## src/rtl/mem_loader.sv

```systemverilog
// mem_loader: streams an image byte stream into main memory as big-endian
// words, one word per memory write, while holding the CPU off the bus.
//
// Ports
//   MEM_LOADER_CLOCK_50         system clock, rising edge
//   MEM_LOADER_ResetInHigh_In   asynchronous active-high reset
//   MEM_LOADER_Start_In         start-load pulse (honoured in IDLE/DONE/ERROR)
//   MEM_LOADER_Byte_InBus       image byte, qualified by ByteValid
//   MEM_LOADER_ByteValid_In     byte valid
//   MEM_LOADER_ByteReady_Out    byte accepted when Valid and Ready are high
//   MEM_LOADER_A_OutBus         memory address
//   MEM_LOADER_B_OutBus         memory write data
//   MEM_LOADER_RD_Out           read strobe (read-back only)
//   MEM_LOADER_WRMain_Out       write strobe
//   MEM_LOADER_ACK_In           memory acknowledge
//   MEM_LOADER_Data_InBus       memory read data (read-back only)
//   MEM_LOADER_Busy_Out / Done_Out / Error_Out / HoldCPU_Out  status
//
// Build option: define MEM_LOADER_VERIFY_EN to read each word back after
// writing it and flag ERROR on a mismatch.
module mem_loader #(
    parameter int          DATAWIDTH_BUS  = 32,
    parameter int          LOAD_WORDS     = 64,
    parameter logic [31:0] BASE_ADDRESS   = 32'h0,
    parameter int          TIMEOUT_CYCLES = 255
) (
    input  logic                     MEM_LOADER_CLOCK_50,
    input  logic                     MEM_LOADER_ResetInHigh_In,
    input  logic                     MEM_LOADER_Start_In,
    input  logic [7:0]               MEM_LOADER_Byte_InBus,
    input  logic                     MEM_LOADER_ByteValid_In,
    output logic                     MEM_LOADER_ByteReady_Out,
    output logic [DATAWIDTH_BUS-1:0] MEM_LOADER_A_OutBus,
    output logic [DATAWIDTH_BUS-1:0] MEM_LOADER_B_OutBus,
    output logic                     MEM_LOADER_RD_Out,
    output logic                     MEM_LOADER_WRMain_Out,
    input  logic                     MEM_LOADER_ACK_In,
    input  logic [DATAWIDTH_BUS-1:0] MEM_LOADER_Data_InBus,
    output logic                     MEM_LOADER_Busy_Out,
    output logic                     MEM_LOADER_Done_Out,
    output logic                     MEM_LOADER_Error_Out,
    output logic                     MEM_LOADER_HoldCPU_Out
);

    localparam int IDXW = $clog2(LOAD_WORDS + 1);
    localparam int TW   = (TIMEOUT_CYCLES > 1) ? $clog2(TIMEOUT_CYCLES + 1) : 1;

    typedef enum logic [2:0] {
        IDLE, COLLECT, WRITE, NEXT, DONE, ERROR
`ifdef MEM_LOADER_VERIFY_EN
        , READ
`endif
    } state_t;

    state_t state, next_state;

    logic [31:0]              word;
    logic [1:0]               byte_cnt;
    logic [IDXW-1:0]          word_idx;
    logic [IDXW-1:0]          idx_inc;
    logic [TW-1:0]            wait_cnt;
    logic                     start_ok;
    logic                     timeout;
    logic                     in_access;
    logic [DATAWIDTH_BUS-1:0] addr;

    assign start_ok = MEM_LOADER_Start_In &&
                      (state == IDLE || state == DONE || state == ERROR);
    assign idx_inc  = word_idx + IDXW'(1);
    assign timeout  = (wait_cnt == TW'(TIMEOUT_CYCLES - 1));
    // Address arithmetic wraps at the bus width.
    assign addr     = DATAWIDTH_BUS'(BASE_ADDRESS) +
                      DATAWIDTH_BUS'({word_idx, 2'b00});

`ifdef MEM_LOADER_VERIFY_EN
    assign in_access = (state == WRITE) || (state == READ);
`else
    assign in_access = (state == WRITE);
    logic [DATAWIDTH_BUS-1:0] unused_data;
    assign unused_data = MEM_LOADER_Data_InBus;
`endif

    // State register; reset drops the strobes with no clock edge because
    // both strobes decode straight from state.
    always_ff @(posedge MEM_LOADER_CLOCK_50 or posedge MEM_LOADER_ResetInHigh_In) begin
        if (MEM_LOADER_ResetInHigh_In) state <= IDLE;
        else                           state <= next_state;
    end

    // Next-state logic. ACK wins over a timeout on the same cycle.
    always_comb begin
        next_state = state;
        case (state)
            IDLE, DONE, ERROR: if (start_ok) next_state = COLLECT;
            COLLECT: if (MEM_LOADER_ByteValid_In && byte_cnt == 2'd3)
                         next_state = WRITE;
            WRITE: begin
                if (MEM_LOADER_ACK_In)
`ifdef MEM_LOADER_VERIFY_EN
                    next_state = READ;
`else
                    next_state = NEXT;
`endif
                else if (timeout)
                    next_state = ERROR;
            end
`ifdef MEM_LOADER_VERIFY_EN
            READ: begin
                if (MEM_LOADER_ACK_In)
                    next_state = (MEM_LOADER_Data_InBus == DATAWIDTH_BUS'(word)) ? NEXT : ERROR;
                else if (timeout)
                    next_state = ERROR;
            end
`endif
            NEXT: next_state = (idx_inc == IDXW'(LOAD_WORDS)) ? DONE : COLLECT;
            default: next_state = IDLE;
        endcase
    end

    // Datapath: word assembly, byte/word counters, ACK wait counter.
    always_ff @(posedge MEM_LOADER_CLOCK_50 or posedge MEM_LOADER_ResetInHigh_In) begin
        if (MEM_LOADER_ResetInHigh_In) begin
            word     <= '0;
            byte_cnt <= '0;
            word_idx <= '0;
            wait_cnt <= '0;
        end else begin
            if (start_ok) begin
                word_idx <= '0;
                byte_cnt <= '0;
            end
            // First byte ends up in 31:24 after four shifts.
            if (state == COLLECT && MEM_LOADER_ByteValid_In) begin
                word     <= {word[23:0], MEM_LOADER_Byte_InBus};
                byte_cnt <= byte_cnt + 2'd1;
            end
            if (state == NEXT)
                word_idx <= idx_inc;
            // Counter restarts whenever a new access state is entered.
            if (in_access && next_state == state)
                wait_cnt <= wait_cnt + TW'(1);
            else
                wait_cnt <= '0;
        end
    end

    // Outputs decode from state only.
    always_comb begin
        MEM_LOADER_ByteReady_Out = (state == COLLECT);
        MEM_LOADER_WRMain_Out    = (state == WRITE);
`ifdef MEM_LOADER_VERIFY_EN
        MEM_LOADER_RD_Out        = (state == READ);
`else
        MEM_LOADER_RD_Out        = 1'b0;
`endif
        MEM_LOADER_A_OutBus      = in_access ? addr : '0;
        MEM_LOADER_B_OutBus      = in_access ? DATAWIDTH_BUS'(word) : '0;
        MEM_LOADER_Busy_Out      = (state == COLLECT) || in_access || (state == NEXT);
        MEM_LOADER_Done_Out      = (state == DONE);
        MEM_LOADER_Error_Out     = (state == ERROR);
        MEM_LOADER_HoldCPU_Out   = (state != DONE);
    end

endmodule

```

## config.mk

```make
export PLATFORM = sky130hd
export DESIGN_NAME = mem_loader
export DESIGN_NICKNAME = d
export VERILOG_FILES = /design/src/rtl/mem_loader.sv
export SDC_FILE = /design/constraint.sdc
export NUM_CORES = 1
export LEC_CHECK = 0
export CORE_ASPECT_RATIO = 1.5
export CORE_UTILIZATION = 40
export CTS_CLUSTER_SIZE = 28
export DETAILED_ROUTE_END_ITERATION = 7
export DONT_BUFFER_PORTS = 1
export SYNTH_ARGS = -nofsm -noshare
export SYNTH_HDL_FRONTEND = slang
export SYNTH_SLANG_ARGS = --single-unit
```

## constraint.sdc

```tcl
create_clock -name MEM_LOADER_CLOCK_50 -period 2.45 [get_ports MEM_LOADER_CLOCK_50]
set_input_delay 0.49 -clock MEM_LOADER_CLOCK_50 [delete_from_list [all_inputs] [get_ports MEM_LOADER_CLOCK_50]]
set_output_delay 0.49 -clock MEM_LOADER_CLOCK_50 [all_outputs]
set_load 0.02 [all_outputs]
```

Word-level counts from Yosys, hierarchy flattened
Cells that the tools add are included.
{ "word_totals": {"elab_cells": 43, "register_bits": 52} }
{ "classes": {"addsub": 3, "reduce_logical": 12, "n_mux": 13, "n_eq_ne": 10} }
{ "ops": {"columns": ["op", "count"], "rows": [
  ["$mux W32", 1],
  ["$mux W3", 5],
  ["$mux W7", 2],
  ["$pmux W3 S4", 1],
  ["$mux W9", 1],
  ["$add A8 B1 Y8 const B", 1],
  ["$eq A8 B8 Y1 const B", 1],
  ["$mux W8", 1],
  ["$add A7 B1 Y7 const B", 1],
  ["$eq A7 B7 Y1 const B", 1],
  ["$eq A3 B2 Y1 const B", 2],
  ["$eq A3 B3 Y1 const B", 2],
  ["$logic_and A1 B1 Y1", 4],
  ["$logic_or A1 B1 Y1", 4],
  ["$mux W2", 2],
  ["$reduce_bool A2 Y1", 2],
  ["$eq A3 B1 Y1 const B", 1],
  ["$eq A3 B3 Y1", 1],
  ["$logic_not A3 Y1", 1],
  ["$ne A3 B3 Y1 const B", 1],
  ["$reduce_or A3 Y1", 1],
  ["$add A2 B1 Y2 const B", 1],
  ["$eq A2 B2 Y1 const B", 1]
]} }

Depth between registers and ports, before layout
{ "logic_depth": {"word_depth": 9, "depth_mapped": 6} }

Worst setup path before layout
OpenSTA, ideal clock, no wires.
{ "synth_path": {"path_type": "register to output", "start": "register state[0]", "end": "output MEM_LOADER_B_OutBus[22]", "slack_ns": 0.546, "path_stages_with_launch": 5, "arrival_time_ns": 1.414, "path_buffers": 2, "cell_sequence": "dfrtp_1 > buf_6 > nor3b_4 > clkbuf_1 > and2_1"} }
{ "synth_via": {"elab_chain_len": 2} }
{ "synth_rtl": {"columns": ["item", "line_no", "text"], "rows": [
  ["start: declaration", "55", "state_t state, next_state;"],
  ["start signal: assignment", "87", "else state <= next_state;"],
  ["$eq A3 B2 Y1", null, null],
  ["via MEM_LOADER_WRMain_Out", "36", "output logic MEM_LOADER_WRMain_Out,"],
  ["$mux W32", "157", "MEM_LOADER_B_OutBus = in_access ? DATAWIDTH_BUS'(word) : '0;"],
  ["end: declaration", "34", "output logic [DATAWIDTH_BUS-1:0] MEM_LOADER_B_OutBus,"]
]} }
The timed path passes the listed nets, and every way through them passes these cells.

Final worst setup path
{ "layout_path": {"start": "register state[1]", "end": "output MEM_LOADER_B_OutBus[1]"} }
{ "layout_via": {"elab_chain_len": 2} }
{ "layout_rtl": {"columns": ["item", "line_no", "text"], "rows": [
  ["$eq A3 B2 Y1", "78", "assign in_access = (state == WRITE);"],
  ["$mux W32", "157", null]
]} }
Every way passes these cells.

==> run metrics <==
CTS Buffer Depth=2; status=completed; DR DRC count=0; r2r setup slk=0.59 ns; Storage cell area=1300 µm²; fin crit share=0.882; DR pass1 iterations=6; clock skew=0.00303 ns; Post-CTS Setup Inserts=0; multi-input logic area=1300 µm²; post-synth top area cell=dfrtp_1; cell count after synthesis=259; first-pass GRT wire length=7600 µm; kind of critical path=register to output pin; initial antenna violation count=0; chip height=105 µm; Synth top area share=0.463; worst-path maximum fanout=44; # fillers=686; Async SR Flop Fraction=1.00; Leakage=0.00129 µW; Reg-to-Reg End=word[5]; CTS Sinks=52; Startpoint Class=register; largest net degree at the start of global routing=53; HPWL Detailed=3160 µm; EDFF count, synth=0; main area contributors after synthesis=dfrtp_1 (46%), mux2_2 (12%), and2_1 (8.7%); Setup violations, final=0; Seq cells post-synth=52; mean area per synthesized cell=10.9 µm²; HP Class=primary input to asynchronous set/reset pin; Critical R2R Launch=state[2]; Pwr Total=2770 µW; power density cells=961 nW/µm²; H-Tree Depth=2; I/O pin total=116; Top FF cell, synth=dfrtp_1; port buffer count=0; Detailed Route WL=4620 µm; Reg clk slew, reported paths=0.09 ns; WP data arrival=1.67 ns; CTS tree=done; final setup TNS=0 ns; CTS buffer count=5; Final Util=0.423; Critical Path RT=1.96 ns; final hold vios=0; Vias=1687; ratio of cells with drive above 1 in the final layout=0.227; post_cts resized=0; Total GRT Usage=0.131; Die Wd=70.4 µm; Yosys Warn Count=0; hold_buf cts=0; ANT nets after route=0; GP Congestion=0.749; fin nets=303; IR drop worst, VDD=0.487 mV; fin crit period=2.16 ns; Cell Area, Synth=2810 µm²; vias per cell=5.07; area of the core=6810 µm²; starting density of the core=0.413; area grow syn2layout=2.54%; DR WL/cell=13.9 µm; unrepaired setup endpoints after global routing=false; CTS root buf=clkbuf_8; Reg2Reg Depth=4; max-cap violation count=0; DRT iter0 DRCs=83; Skew-Pair Late Insertion Delay=0.30 ns; fin. max-slew vios=0; GRT Residual Overflow=0; die area=7370 µm²; vias in the first global route=1500; post-synthesis sequential area ratio=0.463; row count=37; n_diodes=0; crit end category=output pin; library cells used by synthesis=44; fmax=463 MHz
synthesized netlist by cell type (all sizes together), types with 2 or more instances:
cell type  number
inv             7
ha              4
nand2          11
clkbuf          7
xor2            5
nor2           15
nand4           3
and4            2
and3b           2
a22o            2
or3b            2
nand3           4
buf            33
nand3b          2
mux2           32
dfrtp          52
and2           39
a21o            2
and3            2
o21ai          12
a31oi           2
a21oi           2
nand2b          3
layer usage:
layer / GRT usage / part of all wire / up-vias / wire length [µm]
met5: 0 / 0 / - / 0
met4: 0.0471 / 0.012 / 0 / 57
met3: 0.0260 / 0.041 / 4 / 190
met2: 0.207 / 0.48 / 50 / 2200
met1: 0.178 / 0.47 / 821 / 2170
li1: - / - / 812 / -
worst max path at each step:
stage	start	to	slack, ns	cells after the start
2_1_floorplan	state[0]	MEM_LOADER_B_OutBus[22]	0.55	4
3_3_place_gp	state[2]	word[3]	0.58	4
3_5_place_dp	state[2]	word[5]	0.57	4
4_1_cts	state[1]	MEM_LOADER_B_OutBus[1]	0.25	3
5_1_grt	state[1]	MEM_LOADER_B_OutBus[1]	0.15	3
6_report	state[1]	MEM_LOADER_B_OutBus[1]	0.29	3
metrics by stage:
step / cell area (µm²) / std cells / hold WS, ns / setup slack (ns)
6_report: 2880 / 333 / 0.106 / 0.290
5_1_grt: 2880 / 333 / 0.117 / 0.149
4_1_cts: 2880 / 333 / 0.111 / 0.248
3_5_place_dp: 2770 / 325 / 0.448 / 0.572
3_3_place_gp: 2770 / 325 / 0.446 / 0.579
2_1_floorplan: 2900 / 284 / 0.467 / 0.546
kinds of logic after synthesis:
family | synth area share
xor gates and xnor gates | 0.0187
buffers and inverters | 0.109
and+or+nand+nor | 0.196
other | 0.00133
DFF | 0.463
muxes | 0.128
AOI/OAI and AO/OA | 0.0659
adders and majority gates | 0.0178
registers in the layout, summed over array words and instances, names as in the netlist:
name      count
byte_cnt      2
state         3
wait_cnt      8
word         32
word_idx      7
cell usage in the layout, fill, tap and decap left out, types with 2 or more instances in the layout:
cell type | synthesis | routed
a22o_1 | 2 | 2
o21ai_0 | 12 | 12
a21o_1 | 2 | 2
inv_1 | 7 | 6
xor2_1 | 5 | 5
and3_1 | 2 | 2
and4_4 | 2 | 2
clkbuf_8 | 0 | 5
and2_1 | 39 | 39
conb_1 | 1 | 26
nand2b_1 | 3 | 3
mux2_2 | 31 | 31
and3b_1 | 2 | 2
ha_1 | 4 | 4
nand3b_1 | 2 | 2
a31oi_1 | 2 | 2
nand2_1 | 11 | 11
dfrtp_1 | 52 | 52
nor2_2 | 8 | 8
buf_12 | 0 | 2
nand4_1 | 3 | 3
nor2_1 | 6 | 6
nand3_1 | 4 | 4
power breakdown:
part,switching [µW],internal [µW]
Sequential,235,1170
Clock,279,302
Combinational,373,411
worst max-delay path, stage by stage, from the launching register on:
cell and delay [ns]:
dfrtp_1 0.55, nor3b_4 0.28, buf_12 0.22, and2_1 0.31
area by class of cell:
class | instances | area share
clock inverter | 3 | 0.0148
sequential | 52 | 0.452
tap | 78 | 0.0339
clock buffer | 5 | 0.0239
timing repair buffer | 3 | 0.0165
inverter | 7 | 0.00912
multi-input combinational | 185 | 0.450
No activity file was read; power rests on OpenSTA's default activity.
